$ cat src/rtl/mode_report_tx_pkg.sv
// Shared types and constants for the mode report transmitter.
package mode_report_pkg;

  typedef enum logic [2:0] {
    ST_IDLE,
    ST_SETTLE,
    ST_LOAD,
    ST_SEND,
    ST_WAIT
  } state_e;

  localparam int MSG_LEN = 10;

  localparam logic [7:0] CH_F  = 8'h46;
  localparam logic [7:0] CH_C  = 8'h43;
  localparam logic [7:0] CH_S  = 8'h53;
  localparam logic [7:0] CH_SP = 8'h20;
  localparam logic [7:0] CH_CR = 8'h0D;
  localparam logic [7:0] CH_LF = 8'h0A;

  // 0-9 -> '0'-'9', 10-15 -> 'A'-'F'
  function automatic logic [7:0] hex_ascii(input logic [3:0] v);
    return (v < 4'd10) ? (8'h30 + {4'h0, v}) : (8'h37 + {4'h0, v});
  endfunction

endpackage

$ cat src/rtl/mode_report_tx_if.sv
// Byte-level handshake between the report generator and the UART transmitter.
interface mode_report_tx_if;
  logic       tx_start;
  logic [7:0] tx_data;
  logic       tx_busy;
  logic       tx_done;

  modport master (output tx_start, output tx_data, input tx_busy, input tx_done);
  modport slave  (input tx_start, input tx_data, output tx_busy, output tx_done);
endinterface

$ cat src/rtl/mode_report_tx.sv
// Sends "Fx Cx Sx\r\n" over the UART once the mode selects have settled,
// or on request, so the terminal always echoes the mode in effect.
module mode_report_tx
  import mode_report_pkg::*;
#(
  parameter int HOLDOFF_CYCLES = 1_000_000,
  parameter int TX_TIMEOUT     = 200_000
) (
  input  logic              clk,
  input  logic              reset,
  input  logic [3:0]        sel_final,
  input  logic [1:0]        vga_sw_final,
  input  logic [3:0]        sticker_sel,
  input  logic              force_report,
  mode_report_tx_if.master  tx,
  output logic              report_busy,
  output logic              tx_error
);

  localparam int HW = $clog2(HOLDOFF_CYCLES + 1);
  localparam int TW = $clog2(TX_TIMEOUT + 1);

  logic [9:0] cur;
  assign cur = {sel_final, vga_sw_final, sticker_sel};

  state_e        state_q, state_d;
  logic [9:0]    last_rep_q, last_rep_d;
  logic [9:0]    snap_q, snap_d;
  logic [9:0]    cur_prev_q, cur_prev_d;
  logic          force_req_q, force_req_d;
  logic [HW-1:0] hold_cnt_q, hold_cnt_d;
  logic [TW-1:0] to_cnt_q, to_cnt_d;
  logic [3:0]    idx_q, idx_d;
  logic          tx_start_q, tx_start_d;
  logic [7:0]    tx_data_q, tx_data_d;
  logic          report_busy_q, report_busy_d;
  logic          tx_error_q, tx_error_d;
  logic [7:0]    byte_cur;

  // Byte selected by idx from the snapshot taken at LOAD
  always_comb begin
    byte_cur = CH_LF;
    case (idx_q)
      4'd0:    byte_cur = CH_F;
      4'd1:    byte_cur = hex_ascii(snap_q[9:6]);
      4'd2:    byte_cur = CH_SP;
      4'd3:    byte_cur = CH_C;
      4'd4:    byte_cur = 8'h30 + {6'h00, snap_q[5:4]};
      4'd5:    byte_cur = CH_SP;
      4'd6:    byte_cur = CH_S;
      4'd7:    byte_cur = hex_ascii(snap_q[3:0]);
      4'd8:    byte_cur = CH_CR;
      default: byte_cur = CH_LF;
    endcase
  end

  // Next-state and registered-output logic
  always_comb begin
    state_d     = state_q;
    last_rep_d  = last_rep_q;
    snap_d      = snap_q;
    cur_prev_d  = cur;
    // A force arriving at any time (even on the LOAD cycle) is never lost
    force_req_d = force_req_q | force_report;
    hold_cnt_d  = hold_cnt_q;
    to_cnt_d    = to_cnt_q;
    idx_d       = idx_q;
    tx_start_d  = 1'b0;
    tx_data_d   = tx_data_q;
    tx_error_d  = 1'b0;

    case (state_q)
      ST_IDLE: begin
        if (cur != last_rep_q || force_req_q) begin
          hold_cnt_d = '0;
          state_d    = ST_SETTLE;
        end
      end
      ST_SETTLE: begin
        if (cur != cur_prev_q)
          hold_cnt_d = '0;
        else if (hold_cnt_q == HW'(HOLDOFF_CYCLES - 1))
          state_d = ST_LOAD;
        else
          hold_cnt_d = hold_cnt_q + 1'b1;
      end
      ST_LOAD: begin
        snap_d      = cur;
        idx_d       = '0;
        force_req_d = force_report;
        state_d     = ST_SEND;
      end
      ST_SEND: begin
        if (!tx.tx_busy) begin
          tx_start_d = 1'b1;
          tx_data_d  = byte_cur;
          to_cnt_d   = '0;
          state_d    = ST_WAIT;
        end
      end
      ST_WAIT: begin
        if (tx.tx_done) begin
          if (idx_q == 4'(MSG_LEN - 1)) begin
            last_rep_d = snap_q;
            state_d    = ST_IDLE;
          end else begin
            idx_d   = idx_q + 1'b1;
            state_d = ST_SEND;
          end
        end else if (to_cnt_q == TW'(TX_TIMEOUT - 1)) begin
          // Abandon the line; IDLE retries since last_rep is untouched
          tx_error_d = 1'b1;
          state_d    = ST_IDLE;
        end else begin
          to_cnt_d = to_cnt_q + 1'b1;
        end
      end
      default: state_d = ST_IDLE;
    endcase

    report_busy_d = (state_d != ST_IDLE);
  end

  // State and output registers, cleared asynchronously
  always_ff @(posedge clk or posedge reset) begin
    if (reset) begin
      state_q       <= ST_IDLE;
      last_rep_q    <= '0;
      snap_q        <= '0;
      cur_prev_q    <= '0;
      force_req_q   <= 1'b0;
      hold_cnt_q    <= '0;
      to_cnt_q      <= '0;
      idx_q         <= '0;
      tx_start_q    <= 1'b0;
      tx_data_q     <= 8'h00;
      report_busy_q <= 1'b0;
      tx_error_q    <= 1'b0;
    end else begin
      state_q       <= state_d;
      last_rep_q    <= last_rep_d;
      snap_q        <= snap_d;
      cur_prev_q    <= cur_prev_d;
      force_req_q   <= force_req_d;
      hold_cnt_q    <= hold_cnt_d;
      to_cnt_q      <= to_cnt_d;
      idx_q         <= idx_d;
      tx_start_q    <= tx_start_d;
      tx_data_q     <= tx_data_d;
      report_busy_q <= report_busy_d;
      tx_error_q    <= tx_error_d;
    end
  end

  assign tx.tx_start  = tx_start_q;
  assign tx.tx_data   = tx_data_q;
  assign report_busy  = report_busy_q;
  assign tx_error     = tx_error_q;

endmodule

$ cat src/flat_wrapper.sv
// flat-port wrapper written by rule: the top's interface ports become plain ports
module mode_report_tx_flat import mode_report_pkg::*;
#(
  parameter int HOLDOFF_CYCLES = 1_000_000,
  parameter int TX_TIMEOUT     = 200_000
)
  (clk, reset, sel_final, vga_sw_final, sticker_sel, force_report, report_busy, tx_error, tx_tx_start, tx_tx_data, tx_tx_busy, tx_tx_done);
  mode_report_tx_if tx_i ();
  input  logic clk;
  input  logic reset;
  input  logic [3:0] sel_final;
  input  logic [1:0] vga_sw_final;
  input  logic [3:0] sticker_sel;
  input  logic force_report;
  output logic report_busy;
  output logic tx_error;
  output wire logic [$bits(tx_i.tx_start)-1:0] tx_tx_start;
  output wire logic [$bits(tx_i.tx_data)-1:0] tx_tx_data;
  input wire logic [$bits(tx_i.tx_busy)-1:0] tx_tx_busy;
  input wire logic [$bits(tx_i.tx_done)-1:0] tx_tx_done;
  assign tx_tx_start = tx_i.tx_start;
  assign tx_tx_data = tx_i.tx_data;
  assign tx_i.tx_busy = tx_tx_busy;
  assign tx_i.tx_done = tx_tx_done;
  mode_report_tx #(.HOLDOFF_CYCLES(HOLDOFF_CYCLES), .TX_TIMEOUT(TX_TIMEOUT)) u_core (.clk(clk), .reset(reset), .sel_final(sel_final), .vga_sw_final(vga_sw_final), .sticker_sel(sticker_sel), .force_report(force_report), .tx(tx_i), .report_busy(report_busy), .tx_error(tx_error));
endmodule
$ cat config.mk
export PLATFORM = sky130hd
export DESIGN_NAME = mode_report_tx_flat
export DESIGN_NICKNAME = d
export VERILOG_FILES = /design/src/rtl/mode_report_tx_pkg.sv /design/src/rtl/mode_report_tx_if.sv /design/src/rtl/mode_report_tx.sv /design/src/flat_wrapper.sv
export SDC_FILE = /design/constraint.sdc
export NUM_CORES = 1
export LEC_CHECK = 0
export CORE_AREA = 2 2 93 95
export CTS_BUF_LIST = sky130_fd_sc_hd__clkbuf_8 sky130_fd_sc_hd__clkbuf_16
export DETAILED_ROUTE_END_ITERATION = 10
export DIE_AREA = 0 0 95 97
export GPL_ROUTABILITY_DRIVEN = 1
export GPL_TIMING_DRIVEN = 0
export PLACE_DENSITY = 0.74
export SLEW_MARGIN = 30
export SYNTH_ARGS = -nofsm -noshare
export SYNTH_HDL_FRONTEND = slang
export SYNTH_SLANG_ARGS = --single-unit
$ cat constraint.sdc
create_clock -name clk -period 4.2 [get_ports clk]
set_input_delay 0.84 -clock clk [delete_from_list [all_inputs] [get_ports clk]]
set_output_delay 0.84 -clock clk [all_outputs]
set_load 0.02 [all_outputs]
; ---- After elaboration in Yosys (flattened, before gate mapping)
; Cells that the tools add are included.
[classes]
addsub = 8
n_lt_le_gt_ge = 2
reduce_logical = 13
n_eq_ne = 24
n_mux = 28
bitwise_logic = 2
[ops]
columns = cell, n
row1 = 8-bit one-hot mux with 8 select lines, 1
row2 = 20-bit two-way mux, 3
row3 = 18-bit two-way mux, 3
row4 = 20-bit one-hot mux with 2 select lines, 1
row5 = 18-bit one-hot mux with 2 select lines, 1
row6 = "6-bit by 4-bit adder with 7-bit output, first input constant", 4
row7 = "20-bit by 1-bit adder with 20-bit output, second input constant", 1
row8 = "20-bit equality test, second input constant", 1
row9 = 10-bit != test, 2
row10 = "18-bit by 1-bit adder with 18-bit output, second input constant", 1
row11 = "18-bit equality test, second input constant", 1
row12 = 3-bit two-way mux, 6
row13 = "4-bit by 3-bit equality test with 1-bit output, second input constant", 4
row14 = 8-bit two-way mux, 2
row15 = 3-bit one-hot mux with 5 select lines, 1
row16 = "2-bit != test, second input constant", 5
row17 = 3-bit AND reduction, 3
row18 = "4-bit by 2-bit equality test with 1-bit output, second input constant", 2
row19 = "4-bit equality test, second input constant", 2
row20 = "4-bit less-than comparator, second input constant", 2
row21 = 4-bit two-way mux, 2
row22 = 4-bit one-hot mux with 2 select lines, 1
row23 = "6-bit by 2-bit adder with 7-bit output, first input constant", 1
row24 = "3-bit by 2-bit equality test with 1-bit output, second input constant", 2
row25 = 18 further kinds, 25
[word_totals]
out_inout_bits = 11
wordCells = 89
ff_bits = 87
input_bits = 15

; ---- Depth between registers and ports, before layout
; Gate-level depths: netlist (run 1).
[depth]
ltp_word = 5
mapped_depth = 9
depth_no_buf = 8

; ---- Worst setup path after synthesis (run 1)
; Ideal clock, no wire load.
[synth_timing]
path_type = input -> register
from = in sel_final[0]
to = reg u_core.hold_cnt_q[16]
t_required_ns = 4.090
slack_ns = 1.968
path_stages = 5
n_path_buf = 1
setup_time_ns = 0.110
t_arrival_ns = 2.121
path_cell_list = xor2_1 > nor4_1 > nand4_1 > clkbuf_1 > o41ai_1
[synth_via]
elab_chain_len = 4
word_cells_on_any_way = 8
cone_classes = 4 x eq/ne / 2 x mux / 2 x reduce/logical
[synth_lines]
columns = element, line
row1 = from (decl), flat_wrapper.sv:11  ; input logic [3:0] sel_final;
row2 = 10-bit != test, mode_report_tx.sv:74  ; if (cur != last_rep_q || force_req_q) begin
row3 = 1-bit logical OR, mode_report_tx.sv:74
row4 = 2-bit by 1-bit != test with 1-bit output (no line), --
row5 = 3-bit AND reduction (no line), --
row6 = to (signal assigned), mode_report_tx.sv:145  ; hold_cnt_q <= hold_cnt_d;
row7 = to (decl), mode_report_tx.sv:31  ; logic [HW-1:0] hold_cnt_q, hold_cnt_d;
; Several ways; a longest one is shown, not always the timed one.
; A chain may end at the register's enable or synchronous reset.

; ---- Final worst setup path (run 1)
[layout_timing]
from = in sel_final[0]
to = reg u_core.hold_cnt_q[8]
; The elaborated chain is that of the path after synthesis.

==> summary.txt, run 1 <==
STA
  • Max Fclk: 0.328 GHz
  • Worst-Margin Slew: 880 ps
  • Hold Slack: 496 ps
  • Final setup viols: 0
  • Relative slew slack: 0.410
  • Final max-slew violation count: 0
  • Hold Vio Cnt, Final: 0
  • Final Critical Period: 3050 ps
  • Tcrit/Tclk final: 0.726
  • Worst clock skew: 15.9 ps
  • RSZ-0062 raised after global routing: false

Finish
  • Layout Cells excl Fill: 589
  • Layout cells sized above 1: 0.112
  • Area of the multi-input gates: 2150 µm²
  • FILL cells: 673
  • Register area: 2150 µm²
  • Most common cell after layout, fill and taps aside: dfrtp_1
  • Most frequent cells in the layout: 86 x dfrtp_1, 42 x nor2_1, 34 x nand2_1
  • Final core utilization: 0.621
  • Diodes inserted: 0
  • Final nets: 502
  • Area delta synth->final: 13.7%
  • Fin area: 5050 µm²

Clocking
  • CTS tree: built
  • Resized cells post-CTS: 0
  • Total CTS buffers: 9
  • # clock sinks: 86
  • CTS Hold Bufs: 0
  • Clock latency on the worst-skew pair: 360 ps
  • # Post-CTS Setup Buffers: 0
  • Max clock buf depth: 2
  • Clock root buffer: clkbuf_8
  • Htree depth: 3
  • Clock slew at reported path FFs: 90 ps

Worst setup path
  • Startpoint Class: primary input
  • Crit end category: flip-flop
  • R2r setup slk: 1720 ps
  • WP data required: 4450 ps
  • CP arrival: 3290 ps
  • Critical path type: primary input to flip-flop
  • Crit-path max FO: 10

Routing
  • Final wirelength: 9480 µm
  • Initial drt markers: 122
  • DR DRC count: 0
  • DR pass1 iterations: 5
  • Routed vias/inst: 5.92
  • WL per Instance: 16.1 µm
  • Routed Antenna Nets: 0
  • Vias: 3487

Die
  • Starting Density: 0.546
  • Die area: 9220 µm²
  • Io pins: 26
  • Core box area: 8130 µm²
  • Die X-Extent: 95 µm
  • Site Rows: 33
  • Die Span Y: 97 µm

Global route
  • Initial antenna violation count: 0
  • Remaining global-route overflow: 0
  • Vias in the first global route: 3437
  • Routing usage on met3: 0.0405
  • Largest net degree at the start of global routing: 63
  • Gr busiest metal: met2
  • GR Util met2: 0.355
  • First-pass GRT wire length: 16400 µm
  • GRT Util Overall: 0.224
  • Met1 Usage GRT: 0.310

Place
  • Hpwl dp: 6620 µm
  • DP Area: 4850 µm²
  • Inst Count DP: 573
  • GP Congestion: 0.836
  • Port Buf Inserts: 24

Synthesis
  • Synthesized net count: 466
  • Mapped cell area: 4440 µm²
  • FF+latch count, synth: 86
  • Async S/R FF share, synth: 1.00
  • Number of synthesized flops with an enable pin: 0
  • Avg Cell Area, Syn: 10.0 µm²
  • Synth Instances: 443
  • Yosys cell types: 62
  • Synth warn: 0
  • Sequential area share after synthesis: 0.484
  • Dominant synthesized flop cell: dfrtp_1

Hold path
  • Tightest Hold Check Type: flip-flop to flip-flop

Pwr
  • Max VDD drop: 333 µV
  • LEAKAGE: 2.16 nW
  • Pwr per Cell Area: 407 nW/µm²

Job
  • Max-Cap Viols: 0

Run status
  • Status: finished, final reports clean
final timing paths:
check | depth (start not counted) | end | from
setup / recovery | 6 | u_core.hold_cnt_q[8] | sel_final[0]
hold / removal | 1 | u_core.hold_cnt_q[19] | u_core.hold_cnt_q[19]
setup reg to reg | 7 | u_core.report_busy | u_core.hold_cnt_q[11]
hold reg to reg | 1 | u_core.hold_cnt_q[19] | u_core.hold_cnt_q[19]
max in group asynchronous | 3 | u_core.last_rep_q[7] | reset
min in group asynchronous | 2 | u_core.to_cnt_q[7] | reset
cells by family after synthesis:
group / count (synthesis) / share of synthesized area
compound gates: 88 / 0.123
xor+xnor: 39 / 0.0769
fa+ha+maj: 8 / 0.0225
buf+inv: 32 / 0.0315
flops: 86 / 0.484
mux: 20 / 0.0501
other cells: 1 / 0.000844
simple gates: 169 / 0.211
synthesized netlist by cell type, types with 3 or more instances:
master | count | area [µm²]
a21oi_1 | 14 | 70.1
o41ai_1 | 4 | 35.0
mux2_2 | 18 | 203
o31ai_1 | 6 | 45.0
o21ai_0 | 33 | 165
nand3_1 | 16 | 80.1
nor3_1 | 7 | 35.0
ha_1 | 8 | 100
nand2b_1 | 3 | 18.8
and3_1 | 8 | 50.1
nor2b_1 | 6 | 37.5
a31oi_1 | 6 | 37.5
or3_1 | 6 | 37.5
nor3b_1 | 5 | 37.5
clkbuf_1 | 11 | 41.3
and4_1 | 3 | 26.3
xnor2_1 | 8 | 70.1
o21ai_1 | 4 | 20.0
nor2_1 | 42 | 158
dfrtp_1 | 86 | 2150
nor4_1 | 8 | 50.1
inv_1 | 14 | 52.6
or4b_1 | 3 | 30.0
nand2_1 | 34 | 128
nand4_1 | 11 | 68.8
nand3b_1 | 3 | 22.5
xor2_1 | 31 | 272
a211oi_1 | 5 | 37.5
critical path, cell delays in order:
cell and delay [ps]:
clkdlybuf4s50_1 520, xor2_1 210, nor4_1 540, nand4_1 410
clkbuf_1 350, o41ai_1 410
state kept, by name, summed over array words and instances, names as in the netlist:
signal and cells:
u_core.hold_cnt_q 20, u_core.force_req_q 1, u_core.to_cnt_q 18, u_core.tx_error 1
u_core.cur_prev_q 10, u_core.tx.tx_data 7, u_core.last_rep_q 10, u_core.state_q 3
u_core.report_busy 1, u_core.idx_q 4, u_core.snap_q 10, u_core.tx.tx_start 1
through the flow:
stage                     setup TNS, ps  setup WS [ps]  total power [mW]
after floorplan                       0           1140              1.29
after detailed placement              0            853              1.46
after global placement           -13670           -164              1.44
after CTS                             0           1220              2.07
after global routing                  0            976              2.17
final                                 0           1150              2.06
report_power, final:
group	internal (mW)	switching, mW	total, mW	leakage [nW]
Combinational	0.203	0.267	0.470	0.933
Sequential	0.913	0.0654	0.979	1.13
Clock	0.295	0.313	0.607	0.0993
layer usage:
layer,routed length [µm],vias to the layer above
li1,-,1665
met1,4410,1726
met2,4520,77
met3,331,19
met5,0,-
met4,220,0
final cells by class:
class / instances / area share
Sequential cell: 86 / 0.426
Inverter: 16 / 0.0129
Tap cell: 105 / 0.0260
Clock inverter: 6 / 0.0134
Clock buffer: 10 / 0.0272
Timing Repair Buffer: 25 / 0.0530
Multi-Input combinational cell: 325 / 0.426
Buffer: 16 / 0.0158
Power figures use the tool's default switching activity.
==> run 2: changes to the inputs <==
CORE_AREA = 2 2 94 96   (was 2 2 93 95)
DIE_AREA = 0 0 96 98   (was 0 0 95 97)
PLACE_DENSITY = 0.75   (was 0.74)
clock period = 2.8 ns   (was 4.2 ns; I/O delays follow)
==> run 2 against run 1 <==
  * Worst setup slack got worse by 980 ps
  * Highest routed layer unchanged
  * Clock power rose by 50%
  * Critical path type unchanged
  * Largest power group unchanged
  * Combinational power up 48%
  * Critical path depth unchanged
  * Die area rose by 2.1%
  * Via count up 0.29%
  * Sequential share of layout area shrank 0.053 points
  * Largest cell class unchanged
  * Final area grew 0.12%
==> summary.txt, run 2 (synthesized netlist as in run 1, its figures left out) <==
Finish
  • Max reg flops: 20
  • Layout cells sized above 1: 0.110
  • Layout Cells excl Fill: 592
  • Area delta synth->final: 13.9%
  • Fin area: 5060 µm²
  • Most common cell after layout, fill and taps aside: dfrtp_1
  • Most frequent cells in the layout: 86 x dfrtp_1, 42 x nor2_1, 34 x nand2_1
  • Final nets: 502
  • Largest Register: u_core.hold_cnt_q
  • FILL cells: 725
  • Final core utilization: 0.598
  • Diodes inserted: 0
  • Largest regs: u_core.hold_cnt_q: 20 flops, u_core.to_cnt_q: 18 flops

Worst setup path
  • Critical path type: primary input to flip-flop
  • Startpoint Class: primary input
  • Crit-path max FO: 10
  • CP arrival: 2870 ps
  • WP data required: 3040 ps
  • Crit end category: flip-flop

Clocking
  • # clock sinks: 86
  • Htree depth: 3
  • # Post-CTS Setup Buffers: 0
  • Clock root buffer: clkbuf_8
  • Clock latency on the worst-skew pair: 350 ps
  • CTS Hold Bufs: 0
  • Max clock buf depth: 2
  • CTS tree: built
  • Total CTS buffers: 9
  • Resized cells post-CTS: 0
  • Clock slew at reported path FFs: 90 ps

STA
  • Worst-Margin Slew: 881 ps
  • Worst clock skew: 9.98 ps
  • Relative slew slack: 0.409
  • Max Fclk: 0.380 GHz
  • Final max-slew violation count: 0
  • Hold Slack: 479 ps
  • Hold Vio Cnt, Final: 0
  • Final setup viols: 0
  • Final Critical Period: 2630 ps
  • RSZ-0062 raised after global routing: false
  • Tcrit/Tclk final: 0.940

Global route
  • Largest net degree at the start of global routing: 74
  • Vias in the first global route: 3426
  • First-pass GRT wire length: 16100 µm
  • GRT Util Overall: 0.215
  • Initial antenna violation count: 0
  • Remaining global-route overflow: 0

Run status
  • Status: finished, final reports clean

Place
  • DP Area: 4850 µm²
  • GP Congestion: 0.862
  • Inst Count DP: 576
  • Hpwl dp: 6530 µm
  • Port Buf Inserts: 24

Die
  • Die area: 9410 µm²
  • Core box area: 8470 µm²
  • Site Rows: 34
  • Io pins: 26
  • Die X-Extent: 96 µm
  • Die Span Y: 98 µm
  • Starting Density: 0.525

Routing
  • Routed Antenna Nets: 0
  • DR pass1 iterations: 6
  • WL per Instance: 15.5 µm
  • Final wirelength: 9190 µm
  • Initial drt markers: 263
  • Vias: 3497
  • Routed vias/inst: 5.91
  • DR DRC count: 0

Job
  • Max-Cap Viols: 0

Pwr
  • Pwr per Cell Area: 607 nW/µm²
  • Max VDD drop: 487 µV
  • Pwr Total: 3.07 mW
  • LEAKAGE: 2.17 nW

Hold path
  • Tightest Hold Check Type: primary input to asynchronous set/reset pin
run 2: changes by cell type in the layout (fill, tap and decap cells not counted):
cell and delta:
clkinvlp_4 -2, inv_1 +1, clkbuf_8 +1
run 2: report_power, final:
part,total [mW],switching [mW],leakage [nW],internal [mW]
logic,0.694,0.391,0.933,0.304
clock network,0.910,0.447,0.112,0.463
registers,1.46,0.0949,1.13,1.37
run 2: critical path, cell delays in order:
cell and delay (ps):
clkdlybuf4s50_1 490, xor2_1 200, nor4_1 490, nand4_1 380, clkbuf_1 330, o41ai_1 420
run 2: final timing paths:
kind                       cells after the start  slack, ps                  start               endpoint
setup / recovery                               6        170           sel_final[0]   u_core.hold_cnt_q[8]
hold reg to reg                                1        490  u_core.hold_cnt_q[18]  u_core.hold_cnt_q[18]
max in group asynchronous                      3       1750                  reset       u_core.snap_q[4]
setup reg to reg                               7        380  u_core.hold_cnt_q[11]     u_core.report_busy
hold / removal                                 2        480                  reset  u_core.hold_cnt_q[18]
min in group clk                               1        490  u_core.hold_cnt_q[18]  u_core.hold_cnt_q[18]
run 2: layout make-up:
cell class,instances,area [µm²],area share
Timing Repair Buffer,25,268,0.0529
Multi-Input combinational cell,325,2150,0.425
Tap cell,108,135,0.0267
Buffer,16,80.1,0.0158
Clock inverter,5,56.3,0.0111
Sequential cell,86,2150,0.425
Inverter,16,65.1,0.0129
Clock buffer,11,151,0.0299
run 2: per-stage QoR:
step | setup WS (ps) | TNS [ps]
6_report | 168 | 0
5_1_grt | 15.7 | 0
4_1_cts | 152 | 0
3_5_place_dp | -238 | -2300
3_3_place_gp | -1260 | -109960
2_1_floorplan | 18.2 | 0
run 2: layer usage:
metal	wire [µm]	share of wire	vias up	global-route usage
met4	196	0.021	0	0.0802
li1	-	-	1670	-
met3	362	0.039	17	0.0347
met1	4060	0.44	1725	0.294
met5	0	0	-	0
met2	4580	0.50	85	0.345
==> run 3: changes to the inputs <==
TNS_END_PERCENT = 30   (was default)
==> results of run 3 <==
Final layout, timing and power as in run 2 (identical DEF).
